<file path="src/rtl/gun_position_pkg.sv">
// Shared widths, clamp limits and axis FSM encoding for the gun crosshair integrator.
package gun_position_pkg;

  localparam int unsigned POS_W      = 6;
  localparam int unsigned FRAC_W     = 4;
  localparam int unsigned POS_MAX    = 63;
  localparam int unsigned CENTER     = 32;
  localparam int unsigned ACC_W      = POS_W + FRAC_W;
  localparam int unsigned NXT_W      = ACC_W + 2;
  localparam int unsigned ACC_LIMIT  = (POS_MAX << FRAC_W) + (2**FRAC_W - 1);
  localparam int unsigned ACC_CENTER = CENTER << FRAC_W;

  typedef enum logic [1:0] {
    IDLE,
    RAMP,
    CRUISE
  } axis_state_t;

  // Saturate a signed candidate position into the unsigned accumulator range.
  function automatic logic [ACC_W-1:0] sat_clamp(input logic signed [NXT_W-1:0] nxt);
    logic signed [NXT_W-1:0] lim;
    lim = $signed(NXT_W'(ACC_LIMIT));
    if (nxt[NXT_W-1]) return '0;
    if (nxt > lim) return ACC_W'(ACC_LIMIT);
    return nxt[ACC_W-1:0];
  endfunction

endpackage

</file>
<file path="src/rtl/gun_position_if.sv">
// Control inputs and crosshair outputs of gun_position, bundled for the top-level port.
interface gun_position_if;
  import gun_position_pkg::*;

  logic                    tick_4ms;
  logic                    joy_right;
  logic                    joy_left;
  logic                    joy_down;
  logic                    joy_up;
  logic                    analog_en;
  logic signed [7:0]       analog_x;
  logic signed [7:0]       analog_y;
  logic                    recenter;
  logic [POS_W-1:0]        gun_h;
  logic [POS_W-1:0]        gun_v;
  logic                    moving;

  modport master (
    output tick_4ms, joy_right, joy_left, joy_down, joy_up,
    output analog_en, analog_x, analog_y, recenter,
    input  gun_h, gun_v, moving
  );

  modport slave (
    input  tick_4ms, joy_right, joy_left, joy_down, joy_up,
    input  analog_en, analog_x, analog_y, recenter,
    output gun_h, gun_v, moving
  );

endinterface

</file>
<file path="src/rtl/gun_axis.sv">
// One crosshair axis: digital acceleration FSM, analog proportional override,
// and the saturating fixed-point position accumulator.
module gun_axis
  import gun_position_pkg::*;
#(
  parameter int unsigned SPEED_MIN    = 4,
  parameter int unsigned SPEED_MAX    = 32,
  parameter int unsigned ACCEL_TICKS  = 8,
  parameter int unsigned DEADZONE     = 16,
  parameter int unsigned ANALOG_SHIFT = 2
) (
  input  logic              clk,
  input  logic              rst_n,
  input  logic              tick_edge,
  input  logic              recenter,
  input  logic              plus,
  input  logic              minus,
  input  logic              analog_en,
  input  logic signed [7:0] analog,
  output logic [POS_W-1:0]  pos,
  output logic              moved
);

  localparam int unsigned SPD_W = $clog2(SPEED_MAX + 1);
  localparam int unsigned CNT_W = $clog2(ACCEL_TICKS + 1);
  localparam logic [SPD_W-1:0] SPD_MIN = SPD_W'(SPEED_MIN);
  localparam logic [SPD_W-1:0] SPD_MAX = SPD_W'(SPEED_MAX);
  localparam logic [CNT_W-1:0] CNT_TOP = CNT_W'(ACCEL_TICKS);

  axis_state_t       state, state_nxt;
  logic [SPD_W-1:0]  speed, speed_nxt;
  logic [CNT_W-1:0]  cnt, cnt_nxt;
  logic              dir, dir_nxt;
  logic [ACC_W-1:0]  acc, acc_nxt;

  logic [8:0]              a_ext;
  logic [8:0]              a_mag;
  logic                    analog_act;
  logic signed [7:0]       a_vel;
  logic signed [NXT_W-1:0] delta;
  logic [SPD_W-1:0]        spd_use;
  logic [CNT_W-1:0]        cnt_use;
  logic [CNT_W-1:0]        cnt_inc;
  logic [SPD_W:0]          spd_sum;

  // Magnitude in 9 bits so that -128 maps to 128 instead of overflowing.
  always_comb begin
    a_ext      = {analog[7], analog};
    a_mag      = a_ext[8] ? (~a_ext + 9'd1) : a_ext;
    analog_act = analog_en && (a_mag > 9'(DEADZONE));
    a_vel      = analog >>> ANALOG_SHIFT;
  end

  always_ff @(posedge clk or negedge rst_n) begin
    if (!rst_n) begin
      state <= IDLE;
      speed <= SPD_MIN;
      cnt   <= '0;
      dir   <= 1'b0;
      acc   <= ACC_W'(ACC_CENTER);
    end else begin
      state <= state_nxt;
      speed <= speed_nxt;
      cnt   <= cnt_nxt;
      dir   <= dir_nxt;
      acc   <= acc_nxt;
    end
  end

  always_comb begin
    state_nxt = state;
    speed_nxt = speed;
    cnt_nxt   = cnt;
    dir_nxt   = dir;
    acc_nxt   = acc;
    delta     = '0;
    moved     = 1'b0;
    spd_use   = speed;
    cnt_use   = cnt;
    cnt_inc   = '0;
    spd_sum   = '0;

    if (recenter) begin
      state_nxt = IDLE;
      speed_nxt = SPD_MIN;
      cnt_nxt   = '0;
      acc_nxt   = ACC_W'(ACC_CENTER);
    end else if (tick_edge) begin
      if (analog_act) begin
        state_nxt = IDLE;
        speed_nxt = SPD_MIN;
        cnt_nxt   = '0;
        delta     = {{(NXT_W-8){a_vel[7]}}, a_vel};
      end else if (plus ^ minus) begin
        // A fresh press and a reversal both count this tick as the first at SPEED_MIN.
        if (state == IDLE || dir != plus) begin
          spd_use = SPD_MIN;
          cnt_use = '0;
        end
        dir_nxt = plus;
        delta   = $signed({{(NXT_W-SPD_W){1'b0}}, spd_use});
        if (!plus) delta = -delta;
        if (state == CRUISE && dir == plus) begin
          state_nxt = CRUISE;
        end else begin
          state_nxt = RAMP;
          speed_nxt = spd_use;
          cnt_inc   = cnt_use + CNT_W'(1);
          cnt_nxt   = cnt_inc;
          if (cnt_inc == CNT_TOP) begin
            cnt_nxt   = '0;
            spd_sum   = {1'b0, spd_use} + {1'b0, SPD_MIN};
            speed_nxt = (spd_sum >= {1'b0, SPD_MAX}) ? SPD_MAX : spd_sum[SPD_W-1:0];
            if (speed_nxt == SPD_MAX) state_nxt = CRUISE;
          end
        end
      end else begin
        state_nxt = IDLE;
        speed_nxt = SPD_MIN;
        cnt_nxt   = '0;
      end
      moved   = (delta != '0);
      acc_nxt = sat_clamp($signed({2'b00, acc}) + delta);
    end
  end

  assign pos = acc[ACC_W-1:FRAC_W];

endmodule

</file>
<file path="src/rtl/gun_position.sv">
// Turkey Shoot gun crosshair feeder: 4 ms tick edge detect, axis mapping
// (X right+, Y down+) and the registered "moving" flag.
module gun_position
  import gun_position_pkg::*;
#(
  parameter int unsigned SPEED_MIN    = 4,
  parameter int unsigned SPEED_MAX    = 32,
  parameter int unsigned ACCEL_TICKS  = 8,
  parameter int unsigned DEADZONE     = 16,
  parameter int unsigned ANALOG_SHIFT = 2
) (
  input  logic           clk_sys,
  input  logic           reset_n,
  gun_position_if.slave  bus
);

  logic tick_q;
  logic tick_edge;
  logic x_moved;
  logic y_moved;

  always_ff @(posedge clk_sys or negedge reset_n) begin
    if (!reset_n) tick_q <= 1'b0;
    else          tick_q <= bus.tick_4ms;
  end

  assign tick_edge = bus.tick_4ms & ~tick_q;

  gun_axis #(
    .SPEED_MIN    (SPEED_MIN),
    .SPEED_MAX    (SPEED_MAX),
    .ACCEL_TICKS  (ACCEL_TICKS),
    .DEADZONE     (DEADZONE),
    .ANALOG_SHIFT (ANALOG_SHIFT)
  ) u_axis_x (
    .clk       (clk_sys),
    .rst_n     (reset_n),
    .tick_edge (tick_edge),
    .recenter  (bus.recenter),
    .plus      (bus.joy_right),
    .minus     (bus.joy_left),
    .analog_en (bus.analog_en),
    .analog    (bus.analog_x),
    .pos       (bus.gun_h),
    .moved     (x_moved)
  );

  gun_axis #(
    .SPEED_MIN    (SPEED_MIN),
    .SPEED_MAX    (SPEED_MAX),
    .ACCEL_TICKS  (ACCEL_TICKS),
    .DEADZONE     (DEADZONE),
    .ANALOG_SHIFT (ANALOG_SHIFT)
  ) u_axis_y (
    .clk       (clk_sys),
    .rst_n     (reset_n),
    .tick_edge (tick_edge),
    .recenter  (bus.recenter),
    .plus      (bus.joy_down),
    .minus     (bus.joy_up),
    .analog_en (bus.analog_en),
    .analog    (bus.analog_y),
    .pos       (bus.gun_v),
    .moved     (y_moved)
  );

  always_ff @(posedge clk_sys or negedge reset_n) begin
    if (!reset_n)       bus.moving <= 1'b0;
    else if (bus.recenter) bus.moving <= 1'b0;
    else if (tick_edge) bus.moving <= x_moved | y_moved;
  end

endmodule

</file>
<file path="src/flat_wrapper.sv">
// flat-port wrapper written by rule: the top's interface ports become plain ports
module gun_position_flat import gun_position_pkg::*;
#(
  parameter int unsigned SPEED_MIN    = 4,
  parameter int unsigned SPEED_MAX    = 32,
  parameter int unsigned ACCEL_TICKS  = 8,
  parameter int unsigned DEADZONE     = 16,
  parameter int unsigned ANALOG_SHIFT = 2
)
  (clk_sys, reset_n, bus_tick_4ms, bus_joy_right, bus_joy_left, bus_joy_down, bus_joy_up, bus_analog_en, bus_analog_x, bus_analog_y, bus_recenter, bus_gun_h, bus_gun_v, bus_moving);
  gun_position_if bus_i ();
  input  logic clk_sys;
  input  logic reset_n;
  input wire logic [$bits(bus_i.tick_4ms)-1:0] bus_tick_4ms;
  input wire logic [$bits(bus_i.joy_right)-1:0] bus_joy_right;
  input wire logic [$bits(bus_i.joy_left)-1:0] bus_joy_left;
  input wire logic [$bits(bus_i.joy_down)-1:0] bus_joy_down;
  input wire logic [$bits(bus_i.joy_up)-1:0] bus_joy_up;
  input wire logic [$bits(bus_i.analog_en)-1:0] bus_analog_en;
  input wire logic [$bits(bus_i.analog_x)-1:0] bus_analog_x;
  input wire logic [$bits(bus_i.analog_y)-1:0] bus_analog_y;
  input wire logic [$bits(bus_i.recenter)-1:0] bus_recenter;
  output wire logic [$bits(bus_i.gun_h)-1:0] bus_gun_h;
  output wire logic [$bits(bus_i.gun_v)-1:0] bus_gun_v;
  output wire logic [$bits(bus_i.moving)-1:0] bus_moving;
  assign bus_i.tick_4ms = bus_tick_4ms;
  assign bus_i.joy_right = bus_joy_right;
  assign bus_i.joy_left = bus_joy_left;
  assign bus_i.joy_down = bus_joy_down;
  assign bus_i.joy_up = bus_joy_up;
  assign bus_i.analog_en = bus_analog_en;
  assign bus_i.analog_x = bus_analog_x;
  assign bus_i.analog_y = bus_analog_y;
  assign bus_i.recenter = bus_recenter;
  assign bus_gun_h = bus_i.gun_h;
  assign bus_gun_v = bus_i.gun_v;
  assign bus_moving = bus_i.moving;
  gun_position #(.SPEED_MIN(SPEED_MIN), .SPEED_MAX(SPEED_MAX), .ACCEL_TICKS(ACCEL_TICKS), .DEADZONE(DEADZONE), .ANALOG_SHIFT(ANALOG_SHIFT)) u_core (.clk_sys(clk_sys), .reset_n(reset_n), .bus(bus_i));
endmodule
</file>
<file path="config.mk">
export PLATFORM = sky130hd
export DESIGN_NAME = gun_position_flat
export DESIGN_NICKNAME = d
export VERILOG_FILES = /design/src/rtl/gun_position_pkg.sv /design/src/rtl/gun_position_if.sv /design/src/rtl/gun_axis.sv /design/src/rtl/gun_position.sv /design/src/flat_wrapper.sv
export SDC_FILE = /design/constraint.sdc
export NUM_CORES = 1
export LEC_CHECK = 0
export BUFFER_PORTS_ARGS = -buffer_cell sky130_fd_sc_hd__buf_2
export CORE_ASPECT_RATIO = 0.8
export CORE_MARGIN = 5
export CORE_UTILIZATION = 40
export CTS_CLUSTER_DIAMETER = 200
export DETAILED_ROUTE_END_ITERATION = 10
export MAX_ROUTING_LAYER = met4
export PLACE_DENSITY_LB_ADDON = 0.1
export SYNTH_ARGS = -nofsm -noshare
export SYNTH_HDL_FRONTEND = slang
export SYNTH_SLANG_ARGS = --single-unit
</file>
<file path="constraint.sdc">
create_clock -name clk_sys -period 5.3 [get_ports clk_sys]
set_input_delay 0.265 -clock clk_sys [delete_from_list [all_inputs] [get_ports clk_sys]]
set_output_delay 0.265 -clock clk_sys [all_outputs]
set_load 0.02 [all_outputs]
</file>
==> results of run 1 <==
==> how the worst min path moves through the flow <==
stage,startpoint,end,cells past startpoint
2_1_floorplan,reset_n,u_core.bus.moving,0
3_3_place_gp,bus_tick_4ms,u_core.tick_q,1
3_5_place_dp,bus_tick_4ms,u_core.tick_q,1
4_1_cts,bus_tick_4ms,u_core.tick_q,1
5_1_grt,bus_tick_4ms,u_core.tick_q,1
6_report,reset_n,u_core.u_axis_y.speed[4],2
==> per-stage QoR <==
| step | hold WS, ps | cell area (µm²) | total power [W] |
|---|---|---|---|
| after global placement | 402 | 4800 | 0.000772 |
| after floorplan | -30.6 | 4570 | 0.000690 |
| after detailed placement | 405 | 4800 | 0.000775 |
| after CTS | 98.4 | 4950 | 0.00111 |
| final | 85.3 | 4950 | 0.00110 |
| after global routing | 96.9 | 4950 | 0.00117 |
==> worst max-delay path: stages, from the launching register on <==
cell and delay, ps:
dfrtp_1 490, xor2_1 230, nor2_1 610, nand2_1 120
ha_1 270, xnor2_1 170, o22ai_1 130, mux2_2 310
ha_1 350, a21o_1 150, a211oi_1 80, o21ai_0 270
a41oi_1 180, xnor2_1 760, o2111ai_1 220, nand2_1 100
==> per-layer routing <==
layer / routed length [µm] / up-vias / track usage / part of all wire
met4: 70 / 0 / 0.0260 / 0.0060
met5: 0 / - / - / 0
met1: 6280 / 1956 / 0.270 / 0.53
met2: 4990 / 68 / 0.262 / 0.42
met3: 421 / 7 / 0.0284 / 0.036
li1: - / 2121 / - / -
==> state kept, by name, indices dropped and copies added, names as in the netlist <==
signal and count:
u_core.u_axis_x.acc 10, u_core.u_axis_y.acc 10, u_core.u_axis_x.speed 6, u_core.u_axis_y.speed 6
u_core.u_axis_x.cnt 4, u_core.u_axis_y.cnt 4, u_core.u_axis_x.state 2, u_core.u_axis_y.state 2
u_core.bus.moving 1, u_core.tick_q 1, u_core.u_axis_x.dir 1, u_core.u_axis_y.dir 1
==> layout make-up <==
cell class	count	area, µm²
inverters	29	109
repair buffers	41	215
fillers	1172	6390
well taps	148	185
clock buffers	8	146
flip-flops and latches	48	1210
multi-input cells	468	3090
==> Yosys cell counts, drive strengths merged (5+ instances only) <==
cell / count / area (µm²)
nor2: 58 / 218
dfrtp: 44 / 1100
nand2: 68 / 255
ha: 34 / 425
or3: 9 / 57.6
nand3: 11 / 55.1
xnor2: 18 / 158
a21o: 9 / 67.6
nor3: 19 / 100
a22oi: 5 / 37.5
a21oi: 28 / 140
a31oi: 9 / 56.3
o21bai: 5 / 37.5
nand2b: 9 / 63.8
o211ai: 9 / 72.6
nor2b: 8 / 50.1
and3: 5 / 31.3
a22o: 6 / 52.6
o21ai: 47 / 235
o22ai: 7 / 43.8
clkbuf: 12 / 55.1
or2: 7 / 43.8
xor2: 12 / 105
inv: 29 / 109
buf: 17 / 118
==> cells by family after synthesis <==
family	count (synthesis)
xor gates and xnor gates	30
adders and majority gates	36
and+or+nand+nor	222
DFF	48
buffers and inverters	58
AOI/OAI and AO/OA	174
muxes	6
==> power breakdown <==
part	switching (W)	internal (W)	leakage [nW]
Combinational	0.000214	0.000144	1.49
Clock	0.000138	0.000189	0.0712
Sequential	0.0000244	0.000387	0.640
Total	0.000377	0.000719	2.20
==> placed cells by master (no fill, tap or decap), drive strengths merged, types with 4 or more instances in the layout <==
cell type	n
ha	34
a22o	6
o22ai	7
nor2	58
a21o	9
nand2	68
o21ai	47
mux2	4
o311ai	4
clkbuf	8
nor3	19
xor2	12
a21boi	4
nand3b	4
and3	5
xnor2	18
dfrtp	44
nor2b	8
nand2b	9
or3	9
o211ai	9
buf	41
dfstp	4
o31ai	4
o2111ai	4
a22oi	5
or4	4
or2	7
a31oi	9
a21oi	28
nand4	4
nand3	11
o21bai	5
a211oi	4
inv	29
==> impl_metrics.ini, run 1 <==
[grt]
grt_pass1_wl_um = 19700
grt_pass1_vias = 3920
grt_overflow_total = 0
antenna_found_initial = 0
track_usage = 0.181
grt_max_degree = 49

[worst_setup_path]
crit_fanout = 11
reg2reg_to = u_core.u_axis_y.acc[9]
path_class = flip-flop to flip-flop
cp-end-kind = flip-flop
worst_r2r_path_depth = 15
timing.rr.start = u_core.u_axis_y.dir
rrSetupSlack_ps = 800
crit_path_end = u_core.u_axis_y.acc[9]
arrival_ps = 4730
critPathLaunch = u_core.u_axis_y.dir
cp.required_ps = 5530
start_kind = flip-flop

[layout]
drive_gt1_frac = 0.128
syn2layout_area_growth_pct = 8.18
nNetsFinal = 654
n_antenna_cell = 0
final_cells = 742
final_core_util = 0.436

[routing]
via_per_inst = 5.60
vias = 4152
postRouteAntennaNets = 0
routed_wl_um = 11800
drc_errors = 0
firstDrtPassIters = 5
routedWlPerCell_um = 15.8
drt_iter0_drc = 308

[logic_synthesis]
async_flop_share = 1.00
syn-num-nets = 635
syn_area_mm2 = 0.00457
synth-main-ff-cell = dfrtp_1
synth-edff-count = 0
synth_seq_area_share = 0.264
syn_inst = 574
synth_compound_area_frac = 0.257
synth_warnings = 0
synth_seq_cells = 48
synth_top_family_by_area = compound AO/OA/AOI/OAI gates
yosys.area_share.simple = 0.244
synthMuxAreaShare = 0.0142
synth_area_per_cell_um2 = 7.97
ys_types = 75
synth_xor_area_frac = 0.0574
synthAdderAreaFrac = 0.102

[timing]
hold_viol_final = 0
finClkSkew_ps = 7.57
finalCritPeriodShare = 0.849
setup_tns_ps = 0
finalCriticalPeriod_ps = 4500
rsz0062_at_grt = false
worstMarginPinSlew_ps = 1160
max_slew_margin = 0.227
slew_viol_final = 0
fmax_mhz = 222
setup_viol = 0
worst_slack_ps = 803

[floorplanning]
initial_core_util = 0.403
num_rows = 35
core_mm2 = 0.0113
die_x_um = 130
ioPinCount = 38
die_h_um = 106
dieArea_mm2 = 0.0137

[clocking]
cts_tree = yes
clockRootBuffer = clkbuf_16
ctsLongestPathBuffers = 2
cts_sinks = 48
cts_resized = 0
clock_latency_ps = 290
path_clk_slew_ps = 70
h-tree-depth = 2
cts_hold_buf = 0
cts_buffers = 5
cts_setup_buffers = 0

[power]
ir_worst_vdd_mv = 0.123
power.density_mw_per_mm2 = 222
leakage_nw = 2.20

[job]
cap_violations = 0

[placed_design]
place_hpwl_um = 8990
gp_congestion = 0.868
portBuffers = 37
dpl_worst_slack_ps = 612
place_inst = 734

[outcome]
status = completed

[hold_path]
hold_path.class = primary input to async pin
(Power assumes the default switching activity.)
==> inputs of run 2 (changes only) <==
--- a/config.mk
+++ b/config.mk
@@ -5,6 +5,7 @@
 export SDC_FILE = /design/constraint.sdc
 export NUM_CORES = 1
 export LEC_CHECK = 0
+export ABC_AREA = 1
 export BUFFER_PORTS_ARGS = -buffer_cell sky130_fd_sc_hd__buf_2
 export CORE_ASPECT_RATIO = 0.8
 export CORE_MARGIN = 5
==> constraint.sdc (replaced) <==
create_clock -name clk_sys -period 4 [get_ports clk_sys]
set_input_delay 0.2 -clock clk_sys [delete_from_list [all_inputs] [get_ports clk_sys]]
set_output_delay 0.2 -clock clk_sys [all_outputs]
set_load 0.02 [all_outputs]
==> run 2 against run 1 <==
Sequential share of layout area decreased by 1.3 points. Die area increased by 5.1%. Global-route usage decreased by 1.1 points. Critical path depth increased by 13. Via count increased by 4.9%. Non-clock buffer count decreased by 2. Cell count increased by 18%. Cell area increased by 5.6%. Worst hold slack got worse by 73 ps.
==> impl_metrics.ini, run 2 <==
[logic_synthesis]
synth_warnings = 0
ys_types = 45
syn_area_mm2 = 0.00483
synth-edff-count = 0
synth_top_area_frac = 0.228
synth_seq_area_share = 0.250
synth-main-ff-cell = dfrtp_1
synth_area_per_cell_um2 = 6.91
async_flop_share = 1.00
synth_common_cells = nand2_1 (191), inv_1 (100), nand3_1 (58), nor2_1 (53), dfrtp_1 (44)
syn_inst = 699
yosys.area.top_type = dfrtp_1
synth_seq_cells = 48
syn-num-nets = 760
yosysMostFrequentCell = nand2_1
synth_area_leaders = dfrtp_1 (23%), nand2_1 (15%), ha_1 (8.8%)

[layout]
drive_gt1_frac = 0.171
syn2layout_area_growth_pct = 8.21
final_common_cell = nand2_1
mostFrequentLayoutCells = nand2_1 (191), inv_1 (100), nand3_1 (58)
nNetsFinal = 787
top_regs = u_core.u_axis_x.acc: 10 flops, u_core.u_axis_y.acc: 10 flops
final_cells = 875

[timing]
setup_viol = 0
finalCriticalPeriod_ps = 3550
worstMarginPinSlew_ps = 711
fmax_mhz = 281
finClkSkew_ps = 7.13
max_slew_margin = 0.523
slew_viol_final = 0
setup_tns_ps = 0
finalCritPeriodShare = 0.888
hold_viol_final = 0
rsz0062_at_grt = false

[clocking]
ctsLongestPathBuffers = 2
cts_buffers = 5
cts_resized = 0
cts_tree = yes
clock_latency_ps = 300
cts_sinks = 48
cts_hold_buf = 0
path_clk_slew_ps = 70
clockRootBuffer = clkbuf_16
h-tree-depth = 2
cts_setup_buffers = 0

[outcome]
status = completed

[grt]
grt_max_degree = 49
grt_overflow_total = 0
grt_pass1_wl_um = 19500
track_usage = 0.169
grt_pass1_vias = 4153
antenna_found_initial = 1

[worst_setup_path]
timing.rr.start = u_core.u_axis_x.dir
cpMaxStageDelayCell = dfrtp_1
crit_top_cell = nand2_1
path_class = flip-flop to flip-flop
cp-end-kind = flip-flop
cp.required_ps = 4190
arrival_ps = 3750
max_stage_delay_ps = 390
critPathLaunch = u_core.u_axis_x.dir
start_kind = flip-flop
crit_fanout = 8

[placed_design]
place_inst = 867
portBuffers = 37
gp_congestion = 0.851
place_hpwl_um = 8980

[floorplanning]
initial_core_util = 0.415
core_mm2 = 0.0116
ioPinCount = 38
die_h_um = 108
dieArea_mm2 = 0.0144
die_x_um = 133
num_rows = 35

[routing]
via_per_inst = 4.98
firstDrtPassIters = 5
postRouteAntennaNets = 0
routed_wl_um = 11400
drc_errors = 0
routedWlPerCell_um = 13.1
drt_iter0_drc = 239
vias = 4354

[power]
leakage_nw = 2.81
ir_worst_vdd_mv = 0.156
power.density_mw_per_mm2 = 278

[hold_path]
hold_path.class = primary input to async pin

[job]
cap_violations = 0
[run 2: cell type report]
class	count	area (µm²)
fill	1214	6420
multi-input combinational	519	3070
sequential	48	1210
inverter	113	427
timing repair buffer	39	200
tap	148	185
clock buffer	6	129
clock inverter	1	5.00
antenna	1	2.50
[run 2: path summary, 6_finish.rpt]
| path | to | slack, ps | depth (start not counted) |
|---|---|---|---|
| setup / recovery | u_core.u_axis_x.acc[5] | 450 | 28 |
| hold / removal | u_core.u_axis_x.cnt[2] | 10 | 2 |
| setup reg to reg | u_core.u_axis_x.acc[5] | 450 | 28 |
| hold reg to reg | u_core.u_axis_y.acc[3] | 500 | 2 |
| max in group asynchronous | u_core.u_axis_y.acc[5] | 3540 | 2 |
| min in group clk_sys | u_core.tick_q | 60 | 1 |
[run 2: cells by family (layout without fill, tap and decap cells)]
family	count (synthesis)	after routing	synth area share
compound gates	84	84	0.107
flops	48	48	0.250
xor+xnor	25	25	0.0453
buf+inv	132	159	0.115
simple gates	374	374	0.387
other cells	0	1	0
fa+ha+maj	36	36	0.0964
[run 2: where the power goes]
group	leakage (nW)	internal [W]	switching, W
clock network	0.0667	0.000228	0.000195
registers	0.643	0.000512	0.0000213
logic	2.09	0.000167	0.000328
[run 2: worst max-delay path, delay by kind of cell (launching register included)]
family | cells | cell delay, ps
simple gates | 22 | 2080
fa+ha+maj | 2 | 570
flops | 1 | 390
buf+inv | 3 | 250
xor+xnor | 1 | 160
[run 2: layer usage]
layer / track usage / vias up / wire (µm)
li1: - / 2284 / -
met1: 0.228 / 1977 / 5770
met2: 0.268 / 77 / 5090
met3: 0.0279 / 16 / 401
met4: 0.0408 / 0 / 183
met5: - / - / 0
[run 2: per-stage QoR]
step           hold slack [ps]  area [µm²]  setup WS, ps   util  total power, W
3_5_place_dp               357        5090           449  0.437         0.00104
2_1_floorplan            -95.6        4830           912      -        0.000928
3_3_place_gp               356        5090           537  0.437         0.00103
6_report                  12.6        5230           446  0.449         0.00145
4_1_cts                   50.3        5220           432  0.448         0.00147
5_1_grt                   49.9        5230           127  0.449         0.00156
